<file path="config.mk">
export PLATFORM = sky130hd
export DESIGN_NAME = bcd_ctr_multi_flat
export DESIGN_NICKNAME = d
export VERILOG_FILES = /design/src/rtl/bcd_ctr_multi_if.sv /design/src/rtl/bcd_ctr_multi.sv /design/src/flat_wrapper.sv
export SDC_FILE = /design/constraint.sdc
export NUM_CORES = 1
export LEC_CHECK = 0
export CAP_MARGIN = 20
export CORE_UTILIZATION = 51
export DETAILED_ROUTE_END_ITERATION = 12
export HOLD_SLACK_MARGIN = 0.05
export PLACE_DENSITY_LB_ADDON = 0.25
export SETUP_SLACK_MARGIN = 0.4
export SLEW_MARGIN = 10
export SYNTH_ARGS = -nofsm -noshare
export SYNTH_HDL_FRONTEND = slang
export SYNTH_SLANG_ARGS = --single-unit
</file>
<file path="constraint.sdc">
create_clock -name clk -period 2.3 [get_ports clk]
set_input_delay 0.23 -clock clk [delete_from_list [all_inputs] [get_ports clk]]
set_output_delay 0.23 -clock clk [all_outputs]
set_load 0.005 [all_outputs]
</file>
<file path="src/rtl/bcd_ctr_multi_if.sv">
// bcd_ctr_multi_if: control/data bundle for bcd_ctr_multi (master drives controls, slave is the counter)
// The Err signal exists only when BCD_CTR_LOADCHK_EN is defined.
interface bcd_ctr_multi_if #(
    parameter int DIGITS = 4
);
    logic                  En;
    logic                  Up;
    logic                  Load;
    logic [4*DIGITS-1:0]   D;
    logic [4*DIGITS-1:0]   BCD;
    logic                  TC;
`ifdef BCD_CTR_LOADCHK_EN
    logic                  Err;
`endif

    modport master (
        output En, Up, Load, D,
        input  BCD, TC
`ifdef BCD_CTR_LOADCHK_EN
        , input Err
`endif
    );

    modport slave (
        input  En, Up, Load, D,
        output BCD, TC
`ifdef BCD_CTR_LOADCHK_EN
        , output Err
`endif
    );
endinterface

</file>
<file path="src/rtl/bcd_ctr_multi.sv">
// bcd_ctr_multi: multi-digit up/down BCD counter with parallel load, terminal count and optional saturation
// Defining BCD_CTR_LOADCHK_EN rejects loads containing non-BCD digits and raises a sticky Err.
module bcd_ctr_multi #(
    parameter int DIGITS   = 4,
    parameter bit SATURATE = 1'b0
) (
    input logic            clk,
    input logic            Clear,
    bcd_ctr_multi_if.slave bus
);
    localparam int W = 4 * DIGITS;

    logic [W-1:0] bcd_q, bcd_d, inc, dec;
    logic [3:0]   dg;
    logic         cy, bw, all9, all0, tc, step, load_ok;
`ifdef BCD_CTR_LOADCHK_EN
    logic         bad, err_q, err_d;
`endif

    // Ripple carry/borrow across digits; non-BCD digits recover to 0 (carrying) or 9 (not borrowing)
    always_comb begin
        inc  = bcd_q;
        dec  = bcd_q;
        dg   = '0;
        cy   = 1'b1;
        bw   = 1'b1;
        all9 = 1'b1;
        all0 = 1'b1;
`ifdef BCD_CTR_LOADCHK_EN
        bad  = 1'b0;
`endif
        for (int i = 0; i < DIGITS; i++) begin
            dg = bcd_q[4*i +: 4];
            if (cy) inc[4*i +: 4] = (dg >= 4'd9) ? 4'd0 : dg + 4'd1;
            if (bw) dec[4*i +: 4] = (dg == 4'd0 || dg > 4'd9) ? 4'd9 : dg - 4'd1;
            cy   = cy & (dg >= 4'd9);
            bw   = bw & (dg == 4'd0);
            all9 = all9 & (dg == 4'd9);
            all0 = all0 & (dg == 4'd0);
`ifdef BCD_CTR_LOADCHK_EN
            bad  = bad | (bus.D[4*i +: 4] > 4'd9);
`endif
        end
    end

    assign tc   = bus.En & ~bus.Load & (bus.Up ? all9 : all0);
    assign step = bus.En & ~(SATURATE & tc);
`ifdef BCD_CTR_LOADCHK_EN
    assign load_ok = ~bad;
    assign err_d   = err_q | (bus.Load & bad);
`else
    assign load_ok = 1'b1;
`endif

    always_comb begin
        bcd_d = bus.Load ? (load_ok ? bus.D : bcd_q) : step ? (bus.Up ? inc : dec) : bcd_q;
    end

    always_ff @(posedge clk) begin
        if (Clear) begin
            bcd_q <= '0;
`ifdef BCD_CTR_LOADCHK_EN
            err_q <= 1'b0;
`endif
        end else begin
            bcd_q <= bcd_d;
`ifdef BCD_CTR_LOADCHK_EN
            err_q <= err_d;
`endif
        end
    end

    assign bus.BCD = bcd_q;
    assign bus.TC  = tc;
`ifdef BCD_CTR_LOADCHK_EN
    assign bus.Err = err_q;
`endif
endmodule

</file>
<file path="src/flat_wrapper.sv">
// flat-port wrapper written by rule: the top's interface ports become plain ports
module bcd_ctr_multi_flat 
#(
    parameter int DIGITS   = 4,
    parameter bit SATURATE = 1'b0
)
  (clk, Clear, bus_En, bus_Up, bus_Load, bus_D, bus_BCD, bus_TC);
  bcd_ctr_multi_if #(.DIGITS(DIGITS)) bus_i ();
  input logic clk;
  input logic Clear;
  input wire logic [$bits(bus_i.En)-1:0] bus_En;
  input wire logic [$bits(bus_i.Up)-1:0] bus_Up;
  input wire logic [$bits(bus_i.Load)-1:0] bus_Load;
  input wire logic [$bits(bus_i.D)-1:0] bus_D;
  output wire logic [$bits(bus_i.BCD)-1:0] bus_BCD;
  output wire logic [$bits(bus_i.TC)-1:0] bus_TC;
  assign bus_i.En = bus_En;
  assign bus_i.Up = bus_Up;
  assign bus_i.Load = bus_Load;
  assign bus_i.D = bus_D;
  assign bus_BCD = bus_i.BCD;
  assign bus_TC = bus_i.TC;
  bcd_ctr_multi #(.DIGITS(DIGITS), .SATURATE(SATURATE)) u_core (.clk(clk), .Clear(Clear), .bus(bus_i));
endmodule
</file>
==> impl_metrics.toml, run 1 <==
[yosys]
synth_edf_count = 0
ys_seq_elements = 16
syn_nets = 252
netlist_instances = 218
ys_warn_count = 0
yosysTopAreaCell = "dfxtp_1"
yosys.area.top_type_share = 0.194
synth_ff_type = "dfxtp_1"
yosysUniqueCellTypes = 55
synth_area_leaders = "dfxtp_1 19%, ha_1 9.8%, a21oi_1 5.1%, nand2_1 5.0%, o21ai_0 3.9%"
syn_area_mm2 = 0.00165
syn_area_per_cell_um2 = 7.58
synthArstFlopShare = 0
ys_seq_area_frac = 0.194

[finish]
drive_above_1_share = 0.305
layout_commonest_cell = "clkdlybuf4s50_1"
layout.area.seq_um2 = 328
antenna_cells = 0
area_delta_synth_final_pct = 48.5
stdcell_count = 323
nets = 314
fillerInstances = 206
largest_reg_flops = 16
final_cell_mix = "36 x clkdlybuf4s50_1, 35 x buf_4, 22 x nand2_1"
postLayoutCoreUtil = 0.804
multi_input_area_mm2 = 0.00135

[global_route]
grt_pass1_wl_um = 8680
grt_usage = 0.332
grt_max_degree = 21
grt_overflow = 0
grt_pass1_vias = 1843
antenna_found_initial = 0

[placement]
placed_cells = 310
place_congestion = 0.943
io_buffers = 37
dpl.hpwl_um = 3470
dp_slack_ns = 0.0755

[power_and_ir_drop]
pwr_density_cell_mw_per_mm2 = 468
p_sw_mw = 0.431
p_int_mw = 0.718
swShare = 0.375
pwr-share-clk = 0.178
pwr-share-comb = 0.532
peakVddDrop_uv = 316
p_leak_nw = 0.931
p_total_mw = 1.15
power_frac_seq = 0.290

[clocking]
cts.clk_slew.worst_paths_ns = 0.11
cts_inserted_buffers = 3
root_buffer = "clkbuf_4"
holdBufCountCts = 0
ctsLongestPathBuffers = 2
cts_sinks = 16
clk_latency_ns = 0.30
htree_levels = 1
cts_tree = "yes"

[sta]
clock.fmax_mhz = 498
setup_ws_ns = 0.293
tns_ns = 0
grt_setup_unrepaired = "true"
setup_viol = 0
fin_crit_ns = 2.01
drv_slew = 0
finalCritPeriodShare = 0.873
worstMarginPinSlew_ns = 0.464
hold_viol = 0
maxSlewHeadroom = 0.683
finalClockSkew_ns = 0.00188

[route]
wl_um = 5400
wl_per_cell_um = 16.7
drc = 0
drt-pass1-iter-count = 6
ant_nets = 0
via_count = 1974
first_iter_violations = 218
viasPerCell = 6.11

[critical_path]
reg2regPathDepth = 7
startpoint_type = "register"
cp.arrival_ns = 1.78
worstSetupEndpointType = "output port"
criticalPathCategory = "reg -> out"
critical_path_required_ns = 2.07
crit_path_top_delay_cell = "or3b_4"
cp_slowest_stage_delay_ns = 0.37
path_cells = "inv_2 > ha_2 > or3b_4 > or2_4 > a21oi_2 > buf_2"
path_max_fanout = 2

[min_path]
hold_class = "in -> reg"
whs_path_depth = 3

[floorplanning]
core_area_mm2 = 0.00305
fp.dieArea_mm2 = 0.00347
dieWidth_um = 58.9
rows = 20
io_pins = 38
chipHeight_um = 58.9
initial_utilization = 0.541

[outcome]
status = "finished, final reports clean"

[flow_run]
cap_violations = 0
path summary, 6_finish.rpt:
| path | start | endpoint | slack (ns) |
|---|---|---|---|
| max reg2reg | u_core.bus.BCD[0]$_SDFFE_PP0P_ | u_core.bus.BCD[4]$_SDFFE_PP0P_ | 0.32 |
| min reg2reg | u_core.bus.BCD[4]$_SDFFE_PP0P_ | u_core.bus.BCD[4]$_SDFFE_PP0P_ | 0.55 |
| max | u_core.bus.BCD[13]$_SDFFE_PP0P_ | bus_TC | 0.29 |
| min | bus_D[1] | u_core.bus.BCD[1]$_SDFFE_PP0P_ | 0.48 |
area by class of cell:
| cell class | count | share of cell area |
|---|---|---|
| sequential | 16 | 0.134 |
| timing repair buffer | 72 | 0.256 |
| clock buffer | 4 | 0.0148 |
| tap | 44 | 0.0224 |
| inverter | 15 | 0.0240 |
| multi-input combinational | 172 | 0.549 |
metrics by stage:
| step | cell area (um2) | hold WS, ns |
|---|---|---|
| after floorplan | 1650 | 0.333 |
| after global placement | 2200 | 0.498 |
| after detailed placement | 2200 | 0.514 |
| after CTS | 2390 | 0.478 |
| after global routing | 2450 | 0.513 |
| final | 2450 | 0.482 |
worst max-delay path: cells and delay by family (launching register included):
family          cells  cell delay, ns
compound gates      1            0.14
fa+ha+maj           1            0.17
simple gates        2            0.63
buf+inv             2            0.20
flops               1            0.34
what timing repair did:
item | 4_1_cts | 5_1_grt
resized for setup | 36 | 16
pin swaps | 8 | 12
setup endpoints to repair | 13 | 15
setup buffers | 6 | 3
cell usage after synthesis, drive strengths merged (2+ instances only):
library cell,instances
a2111oi,3
a211o,2
a21o,3
a21oi,19
a221oi,2
a22oi,5
a311o,2
a311oi,2
a31oi,3
and2,2
buf,8
clkbuf,7
dfxtp,16
ha,13
inv,15
nand2,22
nand2b,4
nand3,4
nand3b,2
nand4,4
nand4b,2
nor2,8
nor2b,2
nor3,8
nor3b,4
o211ai,2
o21a,6
o21ai,13
o21bai,4
o221ai,2
o311ai,3
o31ai,5
or2,2
or3b,5
xnor2,3
xor2,2
logic make-up after synthesis:
logic type,count (synthesis),share of synthesized area
buf+inv,30,0.0810
flops,16,0.194
fa+ha+maj,13,0.0984
xor+xnor,5,0.0265
compound gates,82,0.352
simple gates,72,0.248
routing by layer:
| metal | track usage | vias up | routed length [um] |
|---|---|---|---|
| li1 | - | 936 | - |
| met1 | 0.418 | 912 | 2190 |
| met2 | 0.555 | 105 | 2610 |
| met5 | 0 | - | 0 |
| met4 | 0.143 | 0 | 187 |
| met3 | 0.0593 | 21 | 416 |
power groups by stage:
stage               clock network, mW  logic (mW)  registers [mW]
floorplan                           0       0.299           0.340
global placement                    0       0.504           0.329
detailed placement                  0       0.512           0.330
CTS                             0.203       0.570           0.331
global route                    0.221       0.663           0.336
finish                          0.205       0.611           0.333
(Power assumes the default switching activity.)
==> run 2: changes to the inputs <==
--- a/config.mk
+++ b/config.mk
@@ -9,7 +9,7 @@
 export CORE_UTILIZATION = 51
 export DETAILED_ROUTE_END_ITERATION = 12
 export HOLD_SLACK_MARGIN = 0.05
-export PLACE_DENSITY_LB_ADDON = 0.25
+export PLACE_DENSITY = 0.81
 export SETUP_SLACK_MARGIN = 0.4
 export SLEW_MARGIN = 10
 export SYNTH_ARGS = -nofsm -noshare
==> impl_metrics.toml, run 2 (same netlist as run 1, synthesis figures left out) <==
[outcome]
status = "finished, final reports clean"

[finish]
final_cell_mix = "36 x clkdlybuf4s50_1, 35 x buf_4, 22 x nand2_1"
antenna_cells = 0
stdcell_count = 324
area_delta_synth_final_pct = 48.3
largest_reg_flops = 16
nets = 315
layout_commonest_cell = "clkdlybuf4s50_1"
drive_above_1_share = 0.300

[clocking]
htree_levels = 1
cts_inserted_buffers = 3
cts_sinks = 16
cts.clk_slew.worst_paths_ns = 0.11
ctsLongestPathBuffers = 2
clk_latency_ns = 0.30
root_buffer = "clkbuf_4"
cts_tree = "yes"

[sta]
drv_slew = 0
clock.fmax_mhz = 490
tns_ns = 0
grt_setup_unrepaired = "true"
hold_viol = 0
worstMarginPinSlew_ns = 0.429
finalCritPeriodShare = 0.888
setup_viol = 0
maxSlewHeadroom = 0.707
finalClockSkew_ns = 0.00420
fin_crit_ns = 2.04

[placement]
place_congestion = 0.950
io_buffers = 37
dpl.hpwl_um = 3470
placed_cells = 310

[critical_path]
path_max_fanout = 4
cp_slowest_stage_delay_ns = 0.34
reg2reg_slack_ns = 0.30
cp_top_family = "simple AND/OR/NAND/NOR gates"
cp.arrival_ns = 1.81
crit_buf_inv = 2
worstSetupEndpointType = "output port"
startpoint_type = "register"
criticalPathCategory = "reg -> out"
path_cells = "inv_2 > ha_4 > nor3b_4 > nand4_1 > or2_4 > a21oi_2 > buf_2"
crit_path_top_delay_cell = "dfxtp_2"
critical_path_required_ns = 2.07

[power_and_ir_drop]
power_frac_seq = 0.294
p_sw_mw = 0.423
pwr-share-comb = 0.527
p_int_mw = 0.725
swShare = 0.368
pwr-share-clk = 0.179
p_leak_nw = 0.936
peakVddDrop_uv = 274
pwr_density_cell_mw_per_mm2 = 468

[global_route]
grt_max_degree = 21
grt_pass1_wl_um = 7870
grt_pass1_vias = 1718
grt_overflow = 0
grt_usage = 0.296
antenna_found_initial = 0

[flow_run]
cap_violations = 0

[floorplanning]
io_pins = 38
initial_utilization = 0.541
core_area_mm2 = 0.00305
rows = 20
chipHeight_um = 58.9
fp.dieArea_mm2 = 0.00347
dieWidth_um = 58.9

[route]
drc = 0
via_count = 1982
ant_nets = 0
viasPerCell = 6.12
first_iter_violations = 122
wl_um = 5110
drt-pass1-iter-count = 5
wl_per_cell_um = 15.8

[min_path]
hold_class = "in -> reg"
-- run 2: cell types whose count changed in the layout (fill, tap and decap cells not counted), sizes merged --
cell	previous run	this run
buf	36	37
-- run 2: what timing repair did --
item | in CTS | in global routing
endpoints found under the setup margin | 9 | 14
resized for setup | 32 | 20
hold buffers | 0 | 0
setup buffers | 4 | 6
pin swaps | 9 | 10
-- run 2: worst paths after layout --
kind                                                      from                        endpoint  depth (start not counted)
worst min register to register  u_core.bus.BCD[4]$_SDFFE_PP0P_  u_core.bus.BCD[4]$_SDFFE_PP0P_                          2
worst min-delay path                                  bus_D[1]  u_core.bus.BCD[1]$_SDFFE_PP0P_                          3
worst max-delay path            u_core.bus.BCD[1]$_SDFFE_PP0P_                          bus_TC                          7
worst max register to register  u_core.bus.BCD[0]$_SDFFE_PP0P_  u_core.bus.BCD[8]$_SDFFE_PP0P_                          9
-- run 2: area by class of cell --
type	count	area [um2]
multi-input cells	172	1320
repair buffers	73	639
fillers	218	602
flip-flops and latches	16	335
inverters	15	61.3
well taps	44	55.1
clock buffers	4	36.3
-- run 2: routing by layer --
layer  vias up  global-route usage  part of all wire
li1        946                   -                 -
met1       934               0.393              0.42
met2        91               0.494              0.49
met3        11              0.0264             0.072
met4         0               0.119             0.017
met5         -                   0                 0
-- run 2: through the flow --
step                worst slack [ns]  cell area, um2   util  hold slack [ns]  total power [mW]
floorplan                      0.481            1650      -            0.333             0.639
global placement               0.135            2200  0.719            0.494             0.832
detailed placement             0.124            2200  0.719            0.503             0.842
CTS                            0.324            2340  0.766            0.485              1.09
global route                   0.189            2450  0.803            0.508              1.21
finish                         0.258            2450  0.803            0.485              1.15
-- run 2: power groups by stage --
stage | Clock, mW | Sequential, mW | Combinational [mW]
finish | 0.205 | 0.338 | 0.604
global placement | 0 | 0.334 | 0.498
detailed placement | 0 | 0.335 | 0.506
global route | 0.221 | 0.341 | 0.652
CTS | 0.208 | 0.336 | 0.542
floorplan | 0 | 0.340 | 0.299
-- run 2: tightest hold or removal path, cell delays in order --
cell             delay, ns
clkdlybuf4s50_1       0.40
nand2_1               0.09
a21oi_2               0.05
